$ cat src/rtl/row_open_tracker_if.sv
// Scheduler <-> open-row tracker link: request lookup, resolve and refresh strobes, classification result.
interface row_open_if #(
    parameter int ROW_BITS  = 15,
    parameter int BG_BITS   = 2,
    parameter int BANK_BITS = 2
);
    localparam int NUM_BANKS = 1 << (BG_BITS + BANK_BITS);

    logic                 req_en;
    logic                 refresh;
    logic                 row_resolve;
    logic [BG_BITS-1:0]   bank_group;
    logic [BANK_BITS-1:0] bank;
    logic [ROW_BITS-1:0]  row;
    logic [1:0]           row_stat;
    logic [ROW_BITS-1:0]  row_conflict;
    logic [NUM_BANKS-1:0] open_mask;

    modport master (
        output req_en, refresh, row_resolve, bank_group, bank, row,
        input  row_stat, row_conflict, open_mask
    );

    modport slave (
        input  req_en, refresh, row_resolve, bank_group, bank, row,
        output row_stat, row_conflict, open_mask
    );
endinterface

$ cat src/rtl/row_open_tracker.sv
// Per-bank open-row table: classifies requests as HIT/MISS/CONFLICT and records the
// newly activated row once the scheduler resolves a pending MISS/CONFLICT.
module row_open_tracker #(
    parameter int ROW_BITS  = 15,
    parameter int BG_BITS   = 2,
    parameter int BANK_BITS = 2
) (
    input  logic     CLK,
    input  logic     RST,
    row_open_if.slave bus
);
    localparam int IDX_BITS  = BG_BITS + BANK_BITS;
    localparam int NUM_BANKS = 1 << IDX_BITS;

    localparam logic [1:0] STAT_IDLE     = 2'b00;
    localparam logic [1:0] STAT_HIT      = 2'b01;
    localparam logic [1:0] STAT_MISS     = 2'b10;
    localparam logic [1:0] STAT_CONFLICT = 2'b11;

    typedef enum logic [0:0] {ST_READY, ST_WAIT_RES} state_t;

    state_t                r_state;
    state_t                w_state_next;
    logic [1:0]            r_row_stat;
    logic [1:0]            w_row_stat_next;
    logic [ROW_BITS-1:0]   r_row_conflict;
    logic [ROW_BITS-1:0]   w_row_conflict_next;
    logic [IDX_BITS-1:0]   r_lidx;
    logic [ROW_BITS-1:0]   r_lrow;
    logic                  w_latch;
    logic                  w_resolve;
    logic [NUM_BANKS-1:0]  w_wr_mask;
    logic [NUM_BANKS-1:0]  w_open;
    logic [ROW_BITS-1:0]   w_row_tab [NUM_BANKS];
    logic [IDX_BITS-1:0]   w_idx;
    logic [ROW_BITS-1:0]   w_tab_row;
    logic                  w_tab_open;

    assign w_idx      = {bus.bank_group, bus.bank};
    assign w_tab_open = w_open[w_idx];
    assign w_tab_row  = w_row_tab[w_idx];

    // One table entry per bank; refresh clears only the open flag, the stale row is harmless.
    genvar gi;
    generate
        for (gi = 0; gi < NUM_BANKS; gi++) begin : g_bank
            logic                r_open;
            logic [ROW_BITS-1:0] r_row;

            always_ff @(posedge CLK) begin
                if (RST) begin
                    r_open <= 1'b0;
                    r_row  <= '0;
                end else if (bus.refresh) begin
                    r_open <= 1'b0;
                end else if (w_wr_mask[gi]) begin
                    r_open <= 1'b1;
                    r_row  <= r_lrow;
                end
            end

            assign w_open[gi]    = r_open;
            assign w_row_tab[gi] = r_row;
        end
    endgenerate

    always_comb begin
        w_state_next        = r_state;
        w_row_stat_next     = r_row_stat;
        w_row_conflict_next = r_row_conflict;
        w_latch             = 1'b0;
        w_resolve           = 1'b0;
        if (bus.refresh) begin
            w_state_next        = ST_READY;
            w_row_stat_next     = STAT_IDLE;
            w_row_conflict_next = '0;
        end else begin
            case (r_state)
                ST_READY: begin
                    w_row_stat_next     = STAT_IDLE;
                    w_row_conflict_next = '0;
                    if (bus.req_en) begin
                        if (!w_tab_open) begin
                            w_row_stat_next = STAT_MISS;
                            w_latch         = 1'b1;
                            w_state_next    = ST_WAIT_RES;
                        end else if (w_tab_row == bus.row) begin
                            w_row_stat_next = STAT_HIT;
                        end else begin
                            w_row_stat_next     = STAT_CONFLICT;
                            w_row_conflict_next = w_tab_row;
                            w_latch             = 1'b1;
                            w_state_next        = ST_WAIT_RES;
                        end
                    end
                end
                ST_WAIT_RES: begin
                    // Result is held and new requests are ignored until the activate is reported.
                    if (bus.row_resolve) begin
                        w_resolve           = 1'b1;
                        w_row_stat_next     = STAT_IDLE;
                        w_row_conflict_next = '0;
                        w_state_next        = ST_READY;
                    end
                end
                default: begin
                    w_state_next        = ST_READY;
                    w_row_stat_next     = STAT_IDLE;
                    w_row_conflict_next = '0;
                end
            endcase
        end
    end

    always_comb begin
        w_wr_mask = '0;
        if (w_resolve) begin
            w_wr_mask[r_lidx] = 1'b1;
        end
    end

    always_ff @(posedge CLK) begin
        if (RST) begin
            r_state        <= ST_READY;
            r_row_stat     <= STAT_IDLE;
            r_row_conflict <= '0;
            r_lidx         <= '0;
            r_lrow         <= '0;
        end else begin
            r_state        <= w_state_next;
            r_row_stat     <= w_row_stat_next;
            r_row_conflict <= w_row_conflict_next;
            if (w_latch) begin
                r_lidx <= w_idx;
                r_lrow <= bus.row;
            end
        end
    end

    assign bus.row_stat     = r_row_stat;
    assign bus.row_conflict = r_row_conflict;
    assign bus.open_mask    = w_open;
endmodule

$ cat src/flat_wrapper.sv
// flat-port wrapper written by rule: the top's interface ports become plain ports
module row_open_tracker_flat 
#(
    parameter int ROW_BITS  = 15,
    parameter int BG_BITS   = 2,
    parameter int BANK_BITS = 2
)
  (CLK, RST, bus_req_en, bus_refresh, bus_row_resolve, bus_bank_group, bus_bank, bus_row, bus_row_stat, bus_row_conflict, bus_open_mask);
  row_open_if #(.ROW_BITS(ROW_BITS), .BG_BITS(BG_BITS), .BANK_BITS(BANK_BITS)) bus_i ();
  input  logic CLK;
  input  logic RST;
  input wire logic [$bits(bus_i.req_en)-1:0] bus_req_en;
  input wire logic [$bits(bus_i.refresh)-1:0] bus_refresh;
  input wire logic [$bits(bus_i.row_resolve)-1:0] bus_row_resolve;
  input wire logic [$bits(bus_i.bank_group)-1:0] bus_bank_group;
  input wire logic [$bits(bus_i.bank)-1:0] bus_bank;
  input wire logic [$bits(bus_i.row)-1:0] bus_row;
  output wire logic [$bits(bus_i.row_stat)-1:0] bus_row_stat;
  output wire logic [$bits(bus_i.row_conflict)-1:0] bus_row_conflict;
  output wire logic [$bits(bus_i.open_mask)-1:0] bus_open_mask;
  assign bus_i.req_en = bus_req_en;
  assign bus_i.refresh = bus_refresh;
  assign bus_i.row_resolve = bus_row_resolve;
  assign bus_i.bank_group = bus_bank_group;
  assign bus_i.bank = bus_bank;
  assign bus_i.row = bus_row;
  assign bus_row_stat = bus_i.row_stat;
  assign bus_row_conflict = bus_i.row_conflict;
  assign bus_open_mask = bus_i.open_mask;
  row_open_tracker #(.ROW_BITS(ROW_BITS), .BG_BITS(BG_BITS), .BANK_BITS(BANK_BITS)) u_core (.CLK(CLK), .RST(RST), .bus(bus_i));
endmodule
$ cat config.mk
export PLATFORM = sky130hd
export DESIGN_NAME = row_open_tracker_flat
export DESIGN_NICKNAME = d
export VERILOG_FILES = /design/src/rtl/row_open_tracker_if.sv /design/src/rtl/row_open_tracker.sv /design/src/flat_wrapper.sv
export SDC_FILE = /design/constraint.sdc
export NUM_CORES = 1
export LEC_CHECK = 0
export BUFFER_PORTS_ARGS = -buffer_cell sky130_fd_sc_hd__buf_2
export CAP_MARGIN = 40
export CORE_MARGIN = 2
export CORE_UTILIZATION = 65
export DETAILED_ROUTE_END_ITERATION = 7
export PLACE_DENSITY = 0.83
export SYNTH_ARGS = -nofsm -noshare
export SYNTH_HDL_FRONTEND = slang
export SYNTH_SLANG_ARGS = --single-unit
$ cat constraint.sdc
create_clock -name CLK -period 5.7 [get_ports CLK]
set_clock_uncertainty 0.15 [all_clocks]
set_input_delay 0.855 -clock CLK [delete_from_list [all_inputs] [get_ports CLK]]
set_output_delay 0.855 -clock CLK [all_outputs]
set_load 0.05 [all_outputs]
=== Yosys cells after proc, flatten, opt, wreduce, memory -nomap -nowiden ===
Index checks and enable logic that the tools add are counted.
W data, S select, Z words.

* Register bits after elaboration: 293
* Bits of input ports: 24
* Output and inout port bits: 33
* Word-level logic and storage cells: 92

* $lt $le $gt $ge: 4
* Equal/unequal tests: 2
* Mux-type cells: 28
* Bitwise logic cells: 3
* Reduce and logical (&&, ||, !) cells: 18

{| class="wikitable"
|+ Operator list
! cell !! number
|-
| $mux W15 || 6
|-
| $bmux W15 S4 || 1
|-
| $reduce_and A2 Y1 || 16
|-
| $pmux W15 S2 || 1
|-
| $mux W16 || 1
|-
| $eq A15 B15 Y1 || 1
|-
| $mux W1 || 11
|-
| $lt A4 B5 Y1 const B || 2
|-
| $mux W2 || 4
|-
| $ge A5 B5 Y1 const B || 1
|-
| $not A4 Y5 || 1
|-
| $bmux W1 S4 || 1
|-
| $demux W1 S4 || 1
|-
| $ge A4 B1 Y1 const B || 1
|-
| $pmux W2 S2 || 1
|-
| $ne A2 B2 Y1 const B || 1
|-
| $not A1 Y1 || 2
|-
| $pmux W1 S2 || 1
|-
| $reduce_or A2 Y1 || 1
|-
| $logic_and A1 B1 Y1 || 1
|}

=== Logic depth before layout (Yosys ltp) ===
Gate-level depths: netlist of the first run.

* Depth after elaboration: 10
* Depth in mapped cells: 14
* Depth with buffers taken out: 8

=== Worst setup path before layout of the first run ===
OpenSTA, ideal clock, no wires.

* Path kind: input to register
* Start point: input bus_bank[0]
* End point: register u_core.r_lrow[10]
* Setup time: 119 ps
* Arrival: 3252 ps
* Required time: 5431 ps
* Slack: 2180 ps
* Stages on the path: 12
* Path buffers: 4
* Cells stage by stage: buf_2 > buf_4 > mux4_2 > mux2i_1 > mux2i_1 > xor2_1 > nor4_1 > nand4_2 > o31a_1 > buf_6 > buf_8 > mux2i_1

* Longest elaborated chain between the ends: 10
* Elaborated cells between the ends (all ways): 12
* Those cells by class: eq/ne (1); mux (10); bitwise (1)

{| class="wikitable"
|+ Ends and longest elaborated chain
! element !! line !! RTL
|-
| from (decl) || flat_wrapper.sv:16 || <nowiki>input wire logic [$bits(bus_i.bank)-1:0] bus_bank;</nowiki>
|-
| $not A4 Y5 (implied by the code) || row_open_tracker.sv:41 || <nowiki>assign w_tab_row = w_row_tab[w_idx];</nowiki>
|-
| $bmux W15 S4 || row_open_tracker.sv:41 ||
|-
| $mux W15 (implied by the code) (2 in a row) || row_open_tracker.sv:41 ||
|-
| $eq A15 B15 Y1 || row_open_tracker.sv:87 || <nowiki>end else if (w_tab_row == bus.row) begin</nowiki>
|-
| $mux W1 || row_open_tracker.sv:87 ||
|-
| $mux W1 (*) || row_open_tracker.sv:83 || <nowiki>if (!w_tab_open) begin</nowiki>
|-
| $mux W1 (*) || row_open_tracker.sv:82 || <nowiki>if (bus.req_en) begin</nowiki>
|-
| $mux W1 (*) || row_open_tracker.sv:78 || <nowiki>case (r_state)</nowiki>
|-
| $mux W1 (*) || row_open_tracker.sv:73 || <nowiki>if (bus.refresh) begin</nowiki>
|-
| to (signal assigned) || row_open_tracker.sv:135 || <nowiki>r_lrow <= bus.row;</nowiki>
|-
| to (decl) || row_open_tracker.sv:29 || <nowiki>logic [ROW_BITS-1:0] r_lrow;</nowiki>
|}

Mark *: on every way between the ends. The rest lies on a longest branch, timed or not. The select of a mux whose other input is x is not followed.
A chain may end at the register's enable or synchronous reset.

=== Worst setup path after layout of the first run ===
* Start point: input bus_bank[1]
* End point: register u_core.r_lrow[1]

Same word-level chain as after synthesis.

==> results.py, run 1 <==
metrics = {
    "run_status": {
        "outcome": "finished, final reports clean",
    },
    "place": {
        "dp_cells": 1803,
        "gp_congestion": 0.933,
        "hpwl_mm": 24.4,
        "portBuffers": 56,
    },
    "timing": {
        "fin_setup_tns_ps": 0,
        "finalMaxSlewViolations": 0,
        "max_slew.worst_pin.slew_ps": 941,
        "post-route-min-period_ps": 4120,
        "setup_viol": 0,
        "rsz0062_at_grt": "no",
        "holdWs_ps": 298,
        "hold_viol": 0,
        "max_freq_ghz": 0.243,
        "min_period_over_period_pct": 72.3,
        "max_slew_margin_pct": 37.1,
    },
    "routing": {
        "wl_mm": 37.8,
        "vias_per_cell": 6.22,
        "postRouteAntennaNets": 0,
        "routedWlPerCell_um": 20.4,
        "drtIter0Drc": 1463,
        "vias": 11500,
        "drt_first_pass_iters": 5,
        "drcViolationCount": 0,
    },
    "clock_network": {
        "clk_latency_ps": 560,
        "postCtsHoldBufs": 0,
        "cts_inserted_buffers": 29,
        "root_buffer": "clkbuf_16",
        "htreeDepth": 1,
        "clkTransAtPathRegs_ps": 60,
        "clock_sinks": 293,
        "cts_tree": "built",
        "clockBufferDepth": 3,
        "cts_resized": 0,
        "postCtsSetupBuffers": 0,
    },
    "cells_and_area": {
        "diodes": 0,
        "nets": 1593,
        "n_fill_cell": 1433,
        "drive_gt1_share_pct": 12.7,
        "final_cells": 1856,
        "synthToLayoutAreaGrowth_pct": 9.42,
    },
    "power": {
        "vdd_drop_max_mv": 0.245,
        "power.leakage_nw": 4.88,
        "clkPwrFrac_pct": 45.9,
        "power.switching_uw": 981,
        "seq_power_share_pct": 49.2,
        "power.internal_mw": 3.28,
        "power_frac_comb_pct": 4.9,
        "powerDensity_nw_per_um2": 300,
        "p_sw_share_pct": 23.0,
    },
    "worst_setup_path": {
        "crit_type": "in2reg",
        "r2r_cells": 9,
        "crit_arrival_ps": 4390,
        "cp-end-kind": "register",
        "critical_path_buf_inv_count": 3,
        "crit_slowest_cell": "buf_4",
        "cp.depth": 11,
        "required_ps": 5970,
        "cpPeakStageDelay_ps": 630,
        "crit_fanout": 46,
        "path_cells": "buf_4, buf_4, mux4_2, mux2i_1, mux2i_1, xor2_1, nor4_1, nand4_2, o31a_1, buf_4, mux2i_1",
        "worstSetupStartpointType": "input pin",
        "critPathTopFamily": "buffers and inverters",
    },
    "global_route": {
        "globalRouteOverflowTotal": 0,
        "grt_pass1_vias": 10800,
        "track_usage_pct": 34.9,
        "grt_pass1_wl_mm": 59.0,
        "grt_max_degree": 109,
        "antenna_found_initial": 0,
    },
    "logic_synthesis": {
        "yosysSeqAreaShare_pct": 45.1,
        "synth-main-ff-cell": "dfxtp_1",
        "synth_edf_count": 0,
        "async_reset_ff_share_pct": 0,
        "yosysUniqueCellTypes": 44,
        "syn_area_um2": 13000,
        "synth.ff_latch_count": 293,
        "ys_warn_count": 0,
        "synthesis.nets": 1620,
        "syn_avg_cell_area_um2": 8.14,
        "synth_cells": 1596,
    },
    "floorplan": {
        "ios": 57,
        "fp.dieH_um": 145,
        "die_area_um2": 21100,
        "rows": 51,
        "core_area_um2": 19500,
        "die_x_um": 145,
        "initial_core_util_pct": 66.5,
    },
    "worst_hold_path": {
        "hold_path_class": "reg2reg",
        "hold_depth": 2,
    },
    "job": {
        "drv_cap": 0,
    },
}
## sequential cells by signal, summed over array words and instances (netlist names)
register / count
u_core.g_bank.r_open: 16
u_core.r_lidx: 4
u_core.r_state: 1
u_core.r_lrow: 15
u_core.g_bank.r_row: 240
u_core.bus.row_conflict: 15
u_core.bus.row_stat: 2
## cells by family (layout without fill, tap and decap cells)
group	Yosys count	after routing	share of synthesized area, %
xor+xnor	14	14	0.944
buf+inv	149	144	5.48
compound gates	318	318	13.2
simple gates	703	703	22.3
flops	293	293	45.1
mux	119	119	13.0
## synth_stat cells, types with 3 or more instances
master | count | share of area, %
nand2_1 | 533 | 15
dfxtp_1 | 293 | 45
a21oi_1 | 260 | 10
clkbuf_1 | 92 | 2.7
mux2i_1 | 67 | 5.2
nor2_1 | 63 | 1.8
nand2b_1 | 45 | 2.2
mux4_2 | 38 | 6.6
buf_4 | 22 | 1.3
nand3_1 | 15 | 0.58
mux2_2 | 14 | 1.2
nor2b_1 | 13 | 0.63
a22oi_1 | 12 | 0.69
o211ai_1 | 11 | 0.64
o21ai_0 | 11 | 0.42
buf_2 | 10 | 0.39
clkbuf_2 | 10 | 0.39
nor3_1 | 9 | 0.35
a22o_1 | 8 | 0.54
xnor2_1 | 7 | 0.47
xor2_1 | 7 | 0.47
and3_1 | 6 | 0.29
buf_1 | 6 | 0.17
o22ai_1 | 6 | 0.29
or3_1 | 5 | 0.24
or2_2 | 4 | 0.19
buf_6 | 3 | 0.26
inv_1 | 3 | 0.087
nor4_1 | 3 | 0.14
## final timing paths
kind,startpoint,to,slack [ps]
setup / recovery,bus_bank[1],u_core.r_lrow[1]$_SDFFE_PP0P_,1580
hold / removal,u_core.bus.row_conflict[0]$_SDFFE_PP0P_,u_core.bus.row_conflict[0]$_SDFFE_PP0P_,300
setup reg to reg,u_core.g_bank[11].r_row[13]$_SDFFE_PP0P_,u_core.r_lrow[1]$_SDFFE_PP0P_,2430
hold reg to reg,u_core.bus.row_conflict[0]$_SDFFE_PP0P_,u_core.bus.row_conflict[0]$_SDFFE_PP0P_,300
## stage by stage
step	setup slack [ps]	util (%)	area, um^2	total power, mW
2_1_floorplan	2180	-	13000	2.28
3_3_place_gp	1200	67.2	13100	2.34
3_5_place_dp	1080	67.8	13200	2.34
4_1_cts	1640	72.8	14200	4.25
5_1_grt	1330	72.8	14200	4.37
6_report	1580	72.8	14200	4.26
## worst min-delay path, stage by stage (launching register included)
cell and delay [ps]:
dfxtp_1 310, nand2_1 50, a21oi_1 50
## per-layer routing
metal	track usage, %	wire length [um]
met5	0	0
met4	16.1	1700
met3	7.27	4510
met2	54.1	17000
met1	47.2	14600
## final cells by class
cell class	instances	area [um^2]	area share (%)
clock buffers	43	878	6.18
clock inverters	10	109	0.766
inverters	4	15.0	0.106
multi-input cells	1154	6450	45.3
flip-flops and latches	293	5870	41.3
well taps	265	332	2.33
repair buffers	87	572	4.02
## cell usage in the layout, fill, tap and decap left out, types with 6 or more instances in the layout
cell       count
a21oi_1      260
a22o_1         8
a22oi_1       12
and3_1         6
buf_2         54
buf_4         27
clkbuf_16     29
clkbuf_8      10
dfxtp_1      293
mux2_2        14
mux2i_1       67
mux4_2        38
nand2_1      533
nand2b_1      45
nand3_1       15
nor2_1        59
nor2b_1       13
o211ai_1      11
o21ai_0       11
o22ai_1        6
xnor2_1        7
xor2_1         7
## power groups by stage
stage | Combinational (mW) | Clock (mW) | Sequential [mW]
after floorplan | 0.174 | 0 | 2.11
after global placement | 0.198 | 0 | 2.14
after detailed placement | 0.203 | 0 | 2.14
after CTS | 0.205 | 1.96 | 2.09
after global routing | 0.223 | 2.05 | 2.09
final | 0.210 | 1.96 | 2.10
No activity file was read; power rests on OpenSTA's default activity.
==> inputs of run 2 (changes only) <==
CORE_UTILIZATION = 61   (was 65)
PLACE_DENSITY = 0.79   (was 0.83)
clock period = 3.9 ns   (was 5.7 ns; I/O delays follow)
==> run 2 against run 1 <==
Combinational power rose by 52%. Power is 51% higher. Count of clock-buffer cells in the layout up 2. Hold slack worse by 120 ps. Highest routed layer unchanged. Non-clock buffer count grew 16. Clock power grew 55%. Critical endpoint unchanged. First-iteration DRC count shrank 8.2%. Worst setup slack got worse by 870 ps. Via count grew 2.2%. Die area increased by 6.4%. Sequential share of layout area decreased by 0.70 points.
==> results.py, run 2 (synthesis results as in run 1) <==
metrics = {
    "routing": {
        "postRouteAntennaNets": 0,
        "wl_mm": 40.1,
        "vias": 11800,
        "vias_per_cell": 6.27,
        "drtIter0Drc": 1343,
        "routedWlPerCell_um": 21.3,
        "drcViolationCount": 0,
        "drt_first_pass_iters": 6,
    },
    "clock_network": {
        "cts_tree": "built",
        "clockBufferDepth": 3,
        "clk_latency_ps": 570,
        "clock_sinks": 293,
        "cts_resized": 0,
        "postCtsSetupBuffers": 0,
        "htreeDepth": 1,
        "clkTransAtPathRegs_ps": 70,
        "root_buffer": "clkbuf_16",
        "cts_inserted_buffers": 30,
        "postCtsHoldBufs": 0,
    },
    "worst_setup_path": {
        "crit_arrival_ps": 3480,
        "cp.depth": 11,
        "path_cells": "buf_4, buf_4, mux4_2, mux2i_1, mux2i_1, xor2_1, nor4_1, nand4_2, o31a_1, buf_4, mux2i_1",
        "critPathTopFamily": "multiplexers",
        "worstSetupStartpointType": "input pin",
        "r2r_cells": 9,
        "crit_type": "in2reg",
        "critical_path_buf_inv_count": 3,
        "crit_fanout": 22,
        "required_ps": 4180,
        "cp-end-kind": "register",
        "crit_slowest_cell": "nor4_1",
        "cpPeakStageDelay_ps": 360,
    },
    "place": {
        "hpwl_mm": 26.4,
        "gp_congestion": 0.938,
        "portBuffers": 56,
    },
    "timing": {
        "min_period_over_period_pct": 81.9,
        "finalMaxSlewViolations": 0,
        "setup_viol": 0,
        "rsz0062_at_grt": "no",
        "post-route-min-period_ps": 3190,
        "max_slew_margin_pct": 40.0,
        "fin_setup_tns_ps": 0,
        "hold_viol": 0,
        "max_slew.worst_pin.slew_ps": 897,
        "max_freq_ghz": 0.313,
    },
    "floorplan": {
        "fp.dieH_um": 150,
        "rows": 53,
        "core_area_um2": 21000,
        "die_area_um2": 22500,
        "ios": 57,
        "die_x_um": 150,
        "initial_core_util_pct": 62.0,
    },
    "global_route": {
        "globalRouteOverflowTotal": 0,
        "grt_pass1_wl_mm": 61.4,
        "grt_pass1_vias": 11100,
        "antenna_found_initial": 0,
        "grt_max_degree": 112,
        "track_usage_pct": 35.4,
    },
    "cells_and_area": {
        "synthToLayoutAreaGrowth_pct": 11.3,
        "largest_reg_flops": 240,
        "regMostFlops": "u_core.g_bank.r_row",
        "largestRegisters": "u_core.g_bank.r_row: 240 flops, u_core.g_bank.r_open: 16 flops",
        "final_cell_mix": "533 x nand2_1, 293 x dfxtp_1, 260 x a21oi_1",
        "drive_gt1_share_pct": 13.4,
        "nets": 1610,
        "final_common_cell": "nand2_1",
        "diodes": 0,
    },
    "worst_hold_path": {
        "hold_path_class": "in2reg",
        "hold_depth": 3,
    },
    "run_status": {
        "outcome": "finished, final reports clean",
    },
    "power": {
        "powerDensity_nw_per_um2": 444,
        "power.leakage_nw": 5.00,
        "p_total_mw": 6.42,
        "vdd_drop_max_mv": 0.328,
    },
    "job": {
        "drv_cap": 0,
    },
}
-- run 2: cell count changes in the layout (fill, tap and decap cells not counted), sizes merged --
cell      previous run  this run
buf                 87       102
clkinv               6         4
clkinvlp             2         1
bufinv               2         3
clkbuf              43        46
-- run 2: metrics by stage --
| stage | cell area, um^2 | std cells | setup WS, ps | hold slack [ps] | utilization (%) |
|---|---|---|---|---|---|
| global placement | 13300 | 1820 | 220 | 287 | 63.4 |
| finish | 14500 | 1882 | 706 | 181 | 69.0 |
| detailed placement | 13400 | 1829 | 179 | 293 | 64.0 |
| global route | 14500 | 1882 | 541 | 184 | 69.0 |
| CTS | 14500 | 1882 | 740 | 176 | 69.0 |
| floorplan | 13000 | 1596 | 650 | 282 | - |
-- run 2: where the power goes --
group	internal (mW)	leakage [nW]	total, mW	switching [mW]
clock	1.85	0.523	3.04	1.19
combinational	0.114	2.11	0.319	0.205
sequential	3.01	2.36	3.06	0.0563
total	4.96	5.00	6.42	1.45
-- run 2: layout make-up --
cell class                      count  area, um^2
Clock buffer                       45         938
Clock inverter                      8         121
Fill cell                        1600        6490
Inverter                            4        15.0
Multi-Input combinational cell   1154        6450
Sequential cell                   293        5870
Tap cell                          275         344
Timing Repair Buffer              103         726
-- run 2: path summary, 6_finish.rpt --
kind                                             from  slack [ps]                                endpoint
min reg2reg    u_core.g_bank[7].r_row[6]$_SDFFE_PP0P_         300  u_core.g_bank[7].r_row[6]$_SDFFE_PP0P_
max reg2reg  u_core.g_bank[12].r_row[13]$_SDFFE_PP0P_         860           u_core.r_lrow[1]$_SDFFE_PP0P_
max                                       bus_bank[1]         710           u_core.r_lrow[1]$_SDFFE_PP0P_
min                                        bus_row[3]         180           u_core.r_lrow[3]$_SDFFE_PP0P_
-- run 2: routing by layer --
| metal | share of wire (%) | GRT usage (%) |
|---|---|---|
| met1 | 37 | 47.1 |
| met2 | 44 | 54.5 |
| met3 | 13 | 7.59 |
| met4 | 5.6 | 18.1 |
| met5 | 0 | 0 |
-- run 2: worst register-to-register path: cells and delay by family, from the launching register on --
family	cells	cell delay, ps
xor+xnor	1	200
flops	1	320
simple gates	2	530
mux	4	1210
buf+inv	1	250
compound gates	1	270
